<file path="src/rtl/ped_crossing_ctrl.sv">
// rtl/ped_crossing_ctrl.sv - pedestrian WALK/DON'T WALK controller slaved to the traffic light state
// Optional chirp output enabled by defining PED_CHIRP_EN.
module ped_crossing_ctrl #(
    parameter int WALK_CYC  = 8,
    parameter int CLEAR_CYC = 6,
    parameter int FLASH_DIV = 2,
    parameter int CW        = 4
) (
    input  logic          clk,
    input  logic          reset,
    input  logic [3:0]    state_in,
    input  logic          ped_btn,
    output logic          walk,
    output logic          dont_walk,
    output logic          ped_wait,
    output logic [CW-1:0] countdown,
    output logic          err,
    output logic          chirp
);

    localparam logic [3:0] S_OFF    = 4'b0001;
    localparam logic [3:0] S_RED    = 4'b0010;
    localparam logic [3:0] S_YELLOW = 4'b0100;
    localparam logic [3:0] S_GREEN  = 4'b1000;

    localparam int            FW         = (FLASH_DIV > 1) ? $clog2(FLASH_DIV) : 1;
    localparam logic [FW-1:0] FLASH_LAST = FW'(FLASH_DIV - 1);
    localparam logic [CW-1:0] WALK_LD    = CW'(WALK_CYC);
    localparam logic [CW-1:0] CLEAR_LD   = CW'(CLEAR_CYC);
    localparam logic [CW-1:0] CD_ONE     = CW'(1);

    typedef enum logic [1:0] {P_OFF, P_DONT, P_WALK, P_CLEAR} pstate_t;

    pstate_t       st;
    logic          req;
    logic          btn_q;
    logic          red_q;
    logic          flash_ph;
    logic [FW-1:0] flash_cnt;

    logic legal, is_red, to_off, press, red_rise;

    assign legal    = (state_in == S_OFF) || (state_in == S_RED) ||
                      (state_in == S_YELLOW) || (state_in == S_GREEN);
    assign is_red   = (state_in == S_RED);
    // Illegal codes behave exactly like OFF.
    assign to_off   = !legal || (state_in == S_OFF);
    assign press    = ped_btn && !btn_q;
    assign red_rise = is_red && !red_q;
    assign ped_wait = req;

`ifdef PED_CHIRP_EN
    logic [1:0] chirp_cnt;
`else
    assign chirp = 1'b0;
`endif

    always_ff @(posedge clk or negedge reset) begin
        if (!reset) begin
            st        <= P_OFF;
            req       <= 1'b0;
            btn_q     <= 1'b0;
            red_q     <= 1'b0;
            flash_ph  <= 1'b0;
            flash_cnt <= '0;
            walk      <= 1'b0;
            dont_walk <= 1'b0;
            countdown <= '0;
            err       <= 1'b0;
`ifdef PED_CHIRP_EN
            chirp     <= 1'b0;
            chirp_cnt <= '0;
`endif
        end else begin
            btn_q <= ped_btn;
            red_q <= is_red;
            err   <= !legal;
`ifdef PED_CHIRP_EN
            chirp <= 1'b0;
`endif
            case (st)
                P_OFF: begin
                    req       <= 1'b0;
                    walk      <= 1'b0;
                    dont_walk <= 1'b0;
                    countdown <= '0;
                    if (!to_off) begin
                        st        <= P_DONT;
                        dont_walk <= 1'b1;
                    end
                end
                P_DONT: begin
                    if (to_off) begin
                        st        <= P_OFF;
                        req       <= 1'b0;
                        walk      <= 1'b0;
                        dont_walk <= 1'b0;
                        countdown <= '0;
                    end else if (red_rise && req) begin
                        st        <= P_WALK;
                        req       <= 1'b0;
                        walk      <= 1'b1;
                        dont_walk <= 1'b0;
                        countdown <= WALK_LD;
`ifdef PED_CHIRP_EN
                        chirp     <= 1'b1;
                        chirp_cnt <= 2'd1;
`endif
                    end else if (press) begin
                        req <= 1'b1;
                    end
                end
                P_WALK, P_CLEAR: begin
                    if (!is_red) begin
                        walk      <= 1'b0;
                        countdown <= '0;
                        st        <= to_off ? P_OFF : P_DONT;
                        dont_walk <= !to_off;
                    end else if (st == P_WALK) begin
                        if (countdown == CD_ONE) begin
                            st        <= P_CLEAR;
                            walk      <= 1'b0;
                            dont_walk <= 1'b1;
                            countdown <= CLEAR_LD;
                            flash_ph  <= 1'b1;
                            flash_cnt <= '0;
                        end else begin
                            countdown <= countdown - CD_ONE;
`ifdef PED_CHIRP_EN
                            chirp     <= (chirp_cnt == 2'd0);
                            chirp_cnt <= chirp_cnt + 2'd1;
`endif
                        end
                    end else if (countdown == CD_ONE) begin
                        st        <= P_DONT;
                        dont_walk <= 1'b1;
                        countdown <= '0;
                    end else begin
                        countdown <= countdown - CD_ONE;
                        // dont_walk shows the phase the flasher holds after this edge.
                        if (flash_cnt == FLASH_LAST) begin
                            flash_cnt <= '0;
                            flash_ph  <= !flash_ph;
                            dont_walk <= !flash_ph;
                        end else begin
                            flash_cnt <= flash_cnt + FW'(1);
                            dont_walk <= flash_ph;
                        end
                    end
                end
                default: st <= P_OFF;
            endcase
        end
    end

endmodule

</file>
<file path="config.mk">
export PLATFORM = sky130hd
export DESIGN_NAME = ped_crossing_ctrl
export DESIGN_NICKNAME = d
export VERILOG_FILES = /design/src/rtl/ped_crossing_ctrl.sv
export SDC_FILE = /design/constraint.sdc
export NUM_CORES = 1
export LEC_CHECK = 0
export ABC_AREA = 1
export CAP_MARGIN = 20
export CORE_ASPECT_RATIO = 1.1
export CORE_MARGIN = 2
export CORE_UTILIZATION = 25
export CTS_CLUSTER_DIAMETER = 40
export DETAILED_ROUTE_END_ITERATION = 8
export GPL_ROUTABILITY_DRIVEN = 0
export SETUP_SLACK_MARGIN = 0.1
export SYNTH_ARGS = -nofsm -noshare
export SYNTH_HDL_FRONTEND = slang
export SYNTH_SLANG_ARGS = --single-unit
</file>
<file path="constraint.sdc">
create_clock -name clk -period 1.7 [get_ports clk]
set_input_delay 0.17 -clock clk [delete_from_list [all_inputs] [get_ports clk]]
set_output_delay 0.17 -clock clk [all_outputs]
set_load 0.1 [all_outputs]
</file>
==> impl_metrics.json, run 1 <==
{
  "status": "finished clean",
  "critical_path.startpoint_type": "register",
  "synth_seq_cells": 14,
  "antenna_found_initial": 0,
  "synthCells": 105,
  "leakage_nw": 0.524,
  "slowest_stage": "dfrtp_4",
  "cts_buffer_depth": 2,
  "cp_num_buf_inv": 1,
  "avgSynthCellArea_um2": 7.70,
  "rows": 21,
  "dp_slack_ns": 0.152,
  "final_common_cell": "nand2_1",
  "reg2reg_from": "countdown[0]$_DFFE_PN0P_",
  "clock_latency_ns": 0.28,
  "finalNonFillerCells": 157,
  "hold_buffers": 0,
  "crit_top_cell": "nand2_1",
  "avgViaCountPerCell": 4.55,
  "reg2reg_depth": 7,
  "post-route-period-util_pct": 85.4,
  "diodes": 0,
  "power_frac_clock_pct": 33.0,
  "switchingPower_uw": 214,
  "hold_path_class": "primary input to asynchronous set/reset pin",
  "numCtsBuffers": 3,
  "dp.cells": 153,
  "max_freq_ghz": 0.689,
  "required_ns": 1.88,
  "ioPinCount": 16,
  "wl_per_cell_um": 10.5,
  "final_cell_mix": "31 x nand2_1, 12 x inv_1, 9 x dfrtp_1, 8 x nor2_1",
  "cp_num_cells": 7,
  "arrival_ns": 1.63,
  "swShare_pct": 29.3,
  "rsz0062_at_grt": "no",
  "period_needed_ns": 1.45,
  "yosysUniqueCellTypes": 24,
  "critPathCaptureType": "register",
  "seq_area_frac_synth_pct": 43.3,
  "nets": 133,
  "die_h_um": 63.6,
  "async_flop_share_pct": 100,
  "crit_family": "flip-flops",
  "grt_pass1_vias": 678,
  "synth_flop_cell": "dfrtp_1",
  "drv_slew": 0,
  "cp_max_fo": 5,
  "grt_pass1_wl_um": 2880,
  "tritoncts": "done",
  "area_delta_synth_final_pct": 33.7,
  "clockRootBuffer": "clkbuf_4",
  "dp_hpwl_um": 1390,
  "power_density_nw_per_um2": 676,
  "max-cap-violations": 0,
  "setup_ws_ns": 0.248,
  "power_frac_comb_pct": 18.6,
  "grt_max_degree": 9,
  "drt_iter0_markers": 8,
  "setup_viol": 0,
  "fin_worst_skew_ns": 0.00393,
  "clk_pin_slew_worst_paths_ns": 0.09,
  "ys_warn_count": 0,
  "max_stage_delay_ns": 0.52,
  "hold_violations": 0,
  "drtPass1Iterations": 4,
  "vias": 714,
  "die_x_um": 58.2,
  "crit_start": "countdown[0]$_DFFE_PN0P_",
  "design.core.area_um2": 3070,
  "drive_gt1_share_pct": 26.0,
  "grtUsageTotal_pct": 10.3,
  "internal-power_uw": 517,
  "port_buffers": 14,
  "cp_cell_sequence": "ha_1 > nand3_1 > inv_2 > a21oi_2 > nand2_1 > nand2_1 > nand2_1",
  "clock-sinks": 14,
  "path_class": "register to register",
  "dieArea_um2": 3700,
  "final_antenna_net_count": 0,
  "seqPwrFrac_pct": 48.4,
  "cts_max_level": 1,
  "grt_overflow": 0,
  "synth_edf_count": 0,
  "irDropWorstVdd_mv": 0.410,
  "fin_tns_setup_ns": 0,
  "wirelength_um": 1650,
  "synth_area_um2": 808,
  "drc": 0,
  "start_util_pct": 26.3,
  "syn_nets": 114
}
==> cells by family after synthesis <==
group	synth area share, %
buf+inv	8.82
compound gates	9.60
fa+ha+maj	3.10
other cells	0.464
xor+xnor	1.08
simple gates	33.6
flops	43.3
==> final timing paths <==
| kind | end | slack (ns) |
|---|---|---|
| max in group asynchronous | ped_wait$_DFFE_PN0P_ | 1.10 |
| setup reg to reg | flash_cnt$_DFFE_PN0P_ | 0.25 |
| min in group clk | btn_q$_DFF_PN0_ | 0.35 |
| hold reg to reg | walk$_DFFE_PN0P_ | 0.51 |
| setup / recovery | flash_cnt$_DFFE_PN0P_ | 0.25 |
| hold / removal | err$_DFF_PN0_ | 0.14 |
==> synthesized netlist by cell type, types with 2 or more instances <==
| cell | count | area share (%) |
|---|---|---|
| a21boi_1 | 2 | 1.9 |
| a21oi_1 | 2 | 1.2 |
| dfrtp_1 | 14 | 43 |
| ha_1 | 2 | 3.1 |
| inv_1 | 14 | 6.5 |
| inv_2 | 3 | 1.4 |
| nand2_1 | 31 | 14 |
| nand2_2 | 3 | 2.3 |
| nand3_1 | 6 | 3.7 |
| nor2_1 | 8 | 3.7 |
| nor2_4 | 3 | 4.2 |
| o21ai_0 | 3 | 1.9 |
| o21ai_1 | 3 | 1.9 |
==> power groups by stage <==
stage	clock network [mW]	registers (mW)	logic (mW)
3_3_place_gp	0	0.360	0.135
5_1_grt	0.267	0.355	0.147
4_1_cts	0.250	0.354	0.137
3_5_place_dp	0	0.361	0.137
2_1_floorplan	0	0.396	0.0500
6_report	0.241	0.354	0.136
==> flip-flops by register name, summed over array words and instances, names as in the netlist <==
register   flops
dont_walk      1
ped_wait       1
flash_cnt      1
err            1
flash_ph       1
walk           1
st             2
red_q          1
countdown      4
btn_q          1
==> per-stage QoR <==
step,power [mW],hold slack (ns),cell area [um2],utilization [%]
final,0.731,0.144,1080,35.2
after global routing,0.769,0.176,1080,35.2
after CTS,0.741,0.158,1080,35.2
after detailed placement,0.497,0.474,1040,34.0
after global placement,0.496,0.468,1040,34.0
after floorplan,0.446,-0.126,820,-
==> area by class of cell <==
cell class	instances	area (um2)
Clock buffer	4	36.3
Fill cell	321	1990
Inverter	17	63.8
Multi-Input combinational cell	73	387
Sequential cell	14	362
Tap cell	34	42.5
Timing Repair Buffer	15	190
==> worst register-to-register path: stages (launching register included) <==
cell	delay (ns)
dfrtp_4	0.52
ha_1	0.21
nand3_1	0.15
inv_2	0.08
a21oi_2	0.18
nand2_1	0.10
nand2_1	0.06
nand2_1	0.05
==> repair_timing <==
action / in CTS / in global routing
gates resized for setup: 0 / 2
setup endpoints to repair: 0 / 2
setup buffers: 0 / 0
==> per-layer routing <==
| metal | vias up | share of wire, % | GRT usage (%) |
|---|---|---|---|
| met5 | - | 0 | 0 |
| met4 | 0 | 2.3 | 5.23 |
| met3 | 5 | 3.8 | 1.64 |
| met2 | 15 | 52 | 17.0 |
| met1 | 331 | 42 | 12.5 |
| li1 | 363 | - | - |
No activity file was read; power rests on OpenSTA's default activity.
==> inputs of run 2 (changes only) <==
==> constraint.sdc (replaced) <==
create_clock -name clk -period 1.5 [get_ports clk]
set_input_delay 0.15 -clock clk [delete_from_list [all_inputs] [get_ports clk]]
set_output_delay 0.15 -clock clk [all_outputs]
set_load 0.1 [all_outputs]
==> run 2 against run 1 <==
Against the previous run: design area grew 10%; worst hold slack improved by 0.025 ns; die area unchanged; utilization is 3.5 points higher; global-route usage up 1.0 points; worst setup slack worse by 0.10 ns; highest routed layer unchanged; count of clock-buffer cells in the layout unchanged; cell count up 1.9%; fmax is 7.3% higher.
==> impl_metrics.json, run 2 (synthesis gave the netlist of run 1 again) <==
{
  "clk_pin_slew_worst_paths_ns": 0.09,
  "arrival_ns": 1.53,
  "nets": 136,
  "die_x_um": 58.2,
  "seqPwrFrac_pct": 50.3,
  "cts_buffer_depth": 2,
  "max-cap-violations": 0,
  "rsz0062_at_grt": "yes",
  "post-route-period-util_pct": 90.3,
  "critical_path.startpoint_type": "register",
  "reg2reg_from": "countdown[1]$_DFFE_PN0P_",
  "port_buffers": 14,
  "hold_path_class": "primary input to asynchronous set/reset pin",
  "met1_length_um": 785,
  "slowest_stage": "dfrtp_4",
  "wl_met2_um": 1050,
  "largest_register": "countdown",
  "clockRootBuffer": "clkbuf_4",
  "antenna_found_initial": 0,
  "numCtsBuffers": 3,
  "wl_per_cell_um": 11.9,
  "power_frac_comb_pct": 20.5,
  "power_density_nw_per_um2": 677,
  "ioPinCount": 16,
  "setup_viol": 0,
  "vias": 747,
  "dieArea_um2": 3700,
  "crit_top_cell": "inv_4",
  "period_needed_ns": 1.35,
  "leakage_nw": 0.555,
  "internal-power_uw": 550,
  "grt_pass1_vias": 729,
  "wirelength_um": 1910,
  "max_stage_delay_ns": 0.51,
  "path_class": "register to register",
  "cp_num_cells": 9,
  "cp_max_fo": 6,
  "final_antenna_net_count": 0,
  "top_regs": "countdown x4, st x2",
  "switchingPower_uw": 255,
  "status": "finished clean",
  "dp.cells": 153,
  "hold_violations": 0,
  "area_delta_synth_final_pct": 47.1,
  "final_common_cell": "nand2_1",
  "design.core.area_um2": 3070,
  "required_ns": 1.68,
  "swShare_pct": 31.7,
  "rrSetupSlack_ns": 0.15,
  "r2r-end": "walk$_DFFE_PN0P_",
  "max_freq_ghz": 0.739,
  "final-seq-area_um2": 367,
  "dp_hpwl_um": 1420,
  "rows": 21,
  "drc": 0,
  "start_util_pct": 26.3,
  "clock-sinks": 14,
  "finalNonFillerCells": 160,
  "power_frac_clock_pct": 29.2,
  "diodes": 0,
  "fin_worst_skew_ns": 0.00699,
  "largest_reg_flops": 4,
  "hold_buffers": 0,
  "irDropWorstVdd_mv": 0.339,
  "tritoncts": "done",
  "wl_met3_um": 61,
  "drtPass1Iterations": 4,
  "fill_cells": 306,
  "cts_max_level": 1,
  "stdcell_area_um2": 1190,
  "grt_overflow": 0,
  "clock_latency_ns": 0.28,
  "avgViaCountPerCell": 4.67,
  "cp_cell_sequence": "inv_4 > ha_4 > nand3_4 > inv_4 > nor2_4 > inv_4 > nand3_2 > nand2_1 > nand2_1",
  "drv_slew": 0,
  "grt_pass1_wl_um": 3200,
  "reg2reg_depth": 9,
  "final_cell_mix": "28 x nand2_1, 12 x inv_1, 9 x dfrtp_1, 8 x nor2_1, 8 x buf_12",
  "cp_num_buf_inv": 3,
  "drt_iter0_markers": 19,
  "multiInputGateArea_um2": 432,
  "grtUsageTotal_pct": 11.3,
  "drive_gt1_share_pct": 31.7,
  "top_layer_used": "met4",
  "place_area_um2": 1120,
  "grt_max_degree": 15,
  "crit_family": "flip-flops",
  "die_h_um": 63.6,
  "critPathCaptureType": "register"
}
[run 2: changes by cell type in the layout (fill, tap and decap cells not counted), sizes merged]
cell,previous run,this run
buf,9,12
[run 2: what timing repair did]
| action | 4_1_cts | 5_1_grt |
|---|---|---|
| buffers inserted | 0 | 3 |
| endpoints found under the setup margin | 0 | 5 |
| gates resized for setup | 0 | 6 |
[run 2: layout make-up]
cell class / instances / share of cell area (%)
inverters: 17 / 6.00
clock buffers: 4 / 2.21
repair buffers: 18 / 21.1
multi-input cells: 73 / 36.3
well taps: 34 / 3.58
flip-flops and latches: 14 / 30.8
[run 2: worst register-to-register path, stage by stage (launching register included)]
cell     delay, ns
dfrtp_4       0.51
inv_4         0.09
ha_4          0.14
nand3_4       0.09
inv_4         0.09
nor2_4        0.06
inv_4         0.09
nand3_2       0.06
nand2_1       0.06
nand2_1       0.05
[run 2: metrics by stage]
stage | setup slack [ns] | power, mW | hold slack (ns) | setup TNS (ns) | utilization [%]
after floorplan | 0.0683 | 0.507 | -0.146 | 0 | -
after global placement | 0.0161 | 0.571 | 0.479 | 0 | 36.5
after detailed placement | -0.0567 | 0.575 | 0.489 | -0.118 | 36.5
after CTS | 0.116 | 0.810 | 0.176 | 0 | 37.4
after global routing | 0.0705 | 0.853 | 0.185 | 0 | 38.7
final | 0.146 | 0.805 | 0.170 | 0 | 38.7
[run 2: worst max-delay path by stage]
stage / start / slack [ns] / endpoint
after floorplan: countdown[1]$_DFFE_PN0P_ / 0.07 / walk$_DFFE_PN0P_
after global placement: state_in[1] / 0.02 / dont_walk$_DFFE_PN0P_
after detailed placement: state_in[2] / -0.06 / dont_walk$_DFFE_PN0P_
after CTS: countdown[0]$_DFFE_PN0P_ / 0.12 / flash_ph$_DFFE_PN0P_
after global routing: countdown[1]$_DFFE_PN0P_ / 0.07 / walk$_DFFE_PN0P_
final: countdown[1]$_DFFE_PN0P_ / 0.15 / walk$_DFFE_PN0P_
[run 2: routing by layer]
metal | up-vias | track usage, %
li1 | 368 | -
met1 | 363 | 12.7
met2 | 14 | 19.7
met3 | 2 | 2.67
met4 | 0 | 4.94
met5 | - | 0
[run 2: power groups by stage]
stage | registers (mW) | clock network, mW | logic [mW]
floorplan | 0.450 | 0 | 0.0579
global placement | 0.411 | 0 | 0.160
detailed placement | 0.411 | 0 | 0.164
CTS | 0.404 | 0.241 | 0.164
global route | 0.406 | 0.271 | 0.176
finish | 0.405 | 0.235 | 0.165
==> inputs of run 3 (changes only) <==
--- a/config.mk
+++ b/config.mk
@@ -17,3 +17,4 @@
 export SYNTH_ARGS = -nofsm -noshare
 export SYNTH_HDL_FRONTEND = slang
 export SYNTH_SLANG_ARGS = --single-unit
+export TNS_END_PERCENT = 1
==> run 3 against run 2 <==
Against the previous run: fmax up 1.9%; cell count did not move; sequential power barely moved; first-iteration DRC count increased by 68%; total power fell by 2.1%; critical path type unchanged; largest cell class unchanged; largest power group unchanged.
==> impl_metrics.json, run 3 (synthesis gave the netlist of run 1 again) <==
{
  "required_ns": 1.66,
  "cp_num_buf_inv": 3,
  "vias": 707,
  "setup_ws_ns": 0.171,
  "rows": 21,
  "slowest_stage": "dfrtp_4",
  "antenna_found_initial": 0,
  "final_common_cell": "nand2_1",
  "status": "finished clean",
  "fin_tns_setup_ns": 0,
  "max-cap-violations": 0,
  "cts_buffer_depth": 2,
  "reg2reg_depth": 9,
  "ioPinCount": 16,
  "clock-sinks": 14,
  "dp_slack_ns": -0.0262,
  "leakage_nw": 0.554,
  "largest_register": "countdown",
  "tritoncts": "done",
  "fill_cells": 316,
  "clock_latency_ns": 0.27,
  "clk_pin_slew_worst_paths_ns": 0.08,
  "die_h_um": 63.6,
  "hold_path_class": "primary input to asynchronous set/reset pin",
  "power_density_nw_per_um2": 664,
  "diodes": 0,
  "largest_reg_flops": 4,
  "start_util_pct": 26.3,
  "final_antenna_net_count": 0,
  "critical_path.startpoint_type": "register",
  "arrival_ns": 1.49,
  "design.core.area_um2": 3070,
  "area_delta_synth_final_pct": 46.7,
  "die_x_um": 58.2,
  "dieArea_um2": 3700,
  "top_regs": "countdown x4, st x2",
  "avgViaCountPerCell": 4.42,
  "drv_slew": 0,
  "wl_met2_um": 802,
  "wirelength_um": 1700,
  "r2r-end": "walk$_DFFE_PN0P_",
  "final_util_pct": 38.6,
  "dp_hpwl_um": 1310,
  "reg2reg_from": "countdown[1]$_DFFE_PN0P_",
  "drc": 0,
  "final_cell_mix": "31 x nand2_1, 12 x inv_1, 9 x dfrtp_1, 8 x buf_12, 7 x nor2_1",
  "multiInputGateArea_um2": 432,
  "grt_overflow": 0,
  "nets": 136,
  "critPathCaptureType": "register",
  "rsz0062_at_grt": "yes",
  "max_freq_ghz": 0.753,
  "hold_buffers": 0,
  "numCtsBuffers": 3,
  "grt_pass1_vias": 721,
  "crit_family": "flip-flops",
  "wl_met3_um": 74,
  "drive_gt1_share_pct": 31.0,
  "grt_pass1_wl_um": 3080,
  "drt_iter0_markers": 32,
  "cts_max_level": 1,
  "met1_length_um": 809,
  "fin_worst_skew_ns": 0.00269,
  "grtUsageTotal_pct": 10.5,
  "period_needed_ns": 1.33,
  "wl_per_cell_um": 10.6,
  "drtPass1Iterations": 4,
  "hold_violations": 0,
  "max_stage_delay_ns": 0.50,
  "setup_viol": 0,
  "cp_cell_sequence": "inv_4 > ha_4 > nand3_4 > inv_4 > nor2_4 > inv_2 > nand3_2 > nand2_1 > nand2_1",
  "cp_max_fo": 6,
  "final-seq-area_um2": 367,
  "path_class": "register to register",
  "rrSetupSlack_ns": 0.17,
  "grt_max_degree": 15,
  "clockRootBuffer": "clkbuf_4",
  "post-route-period-util_pct": 88.6,
  "port_buffers": 14,
  "irDropWorstVdd_mv": 0.393,
  "top_layer_used": "met4"
}
-- run 3: cell counts in the layout (fill, tap and decap cells not counted) --
Identical to the previous run, type by type.
-- run 3: per-layer routing --
layer  GRT usage (%)  up-vias
met1            13.9      318
met4            5.52        0
met3            1.85        2
met2            16.1       15
met5               0        -
li1                -      372
-- run 3: layout make-up --
type	count	share of cell area, %
Multi-Input combinational cell	73	36.4
Sequential cell	14	30.9
Timing Repair Buffer	18	21.1
Inverter	17	5.80
Tap cell	34	3.59
Clock buffer	4	2.22
-- run 3: worst max path at each step --
stage / from / to / slack [ns] / cells past startpoint
6_report: countdown[1]$_DFFE_PN0P_ / walk$_DFFE_PN0P_ / 0.17 / 9
2_1_floorplan: countdown[1]$_DFFE_PN0P_ / walk$_DFFE_PN0P_ / 0.07 / 9
5_1_grt: state_in[1] / dont_walk$_DFFE_PN0P_ / 0.07 / 9
3_5_place_dp: state_in[3] / dont_walk$_DFFE_PN0P_ / -0.03 / 7
3_3_place_gp: state_in[2] / countdown[0]$_DFFE_PN0P_ / 0.002 / 9
4_1_cts: countdown[1]$_DFFE_PN0P_ / walk$_DFFE_PN0P_ / 0.15 / 9
-- run 3: metrics by stage --
step	power [mW]	instance area, um2	hold slack (ns)	cells
after detailed placement	0.574	1120	0.480	153
after global placement	0.572	1120	0.479	153
final	0.787	1190	0.181	160
after floorplan	0.507	860	-0.146	105
after CTS	0.795	1150	0.177	157
after global routing	0.832	1190	0.210	160
-- run 3: power breakdown --
part	leakage (nW)	internal [mW]	switching, mW
clock	0.0150	0.103	0.117
sequential	0.173	0.389	0.0147
combinational	0.366	0.0571	0.107
-- run 3: worst register-to-register path, stage by stage, from the launching register on --
cell and delay, ns:
dfrtp_4 0.50, inv_4 0.08, ha_4 0.13, nand3_4 0.10, inv_4 0.09, nor2_4 0.05
inv_2 0.11, nand3_2 0.07, nand2_1 0.06, nand2_1 0.05
-- run 3: timing repair --
action                     CTS  global route
setup buffers                0             3
resized for setup            0             4
setup endpoints to repair    0             5
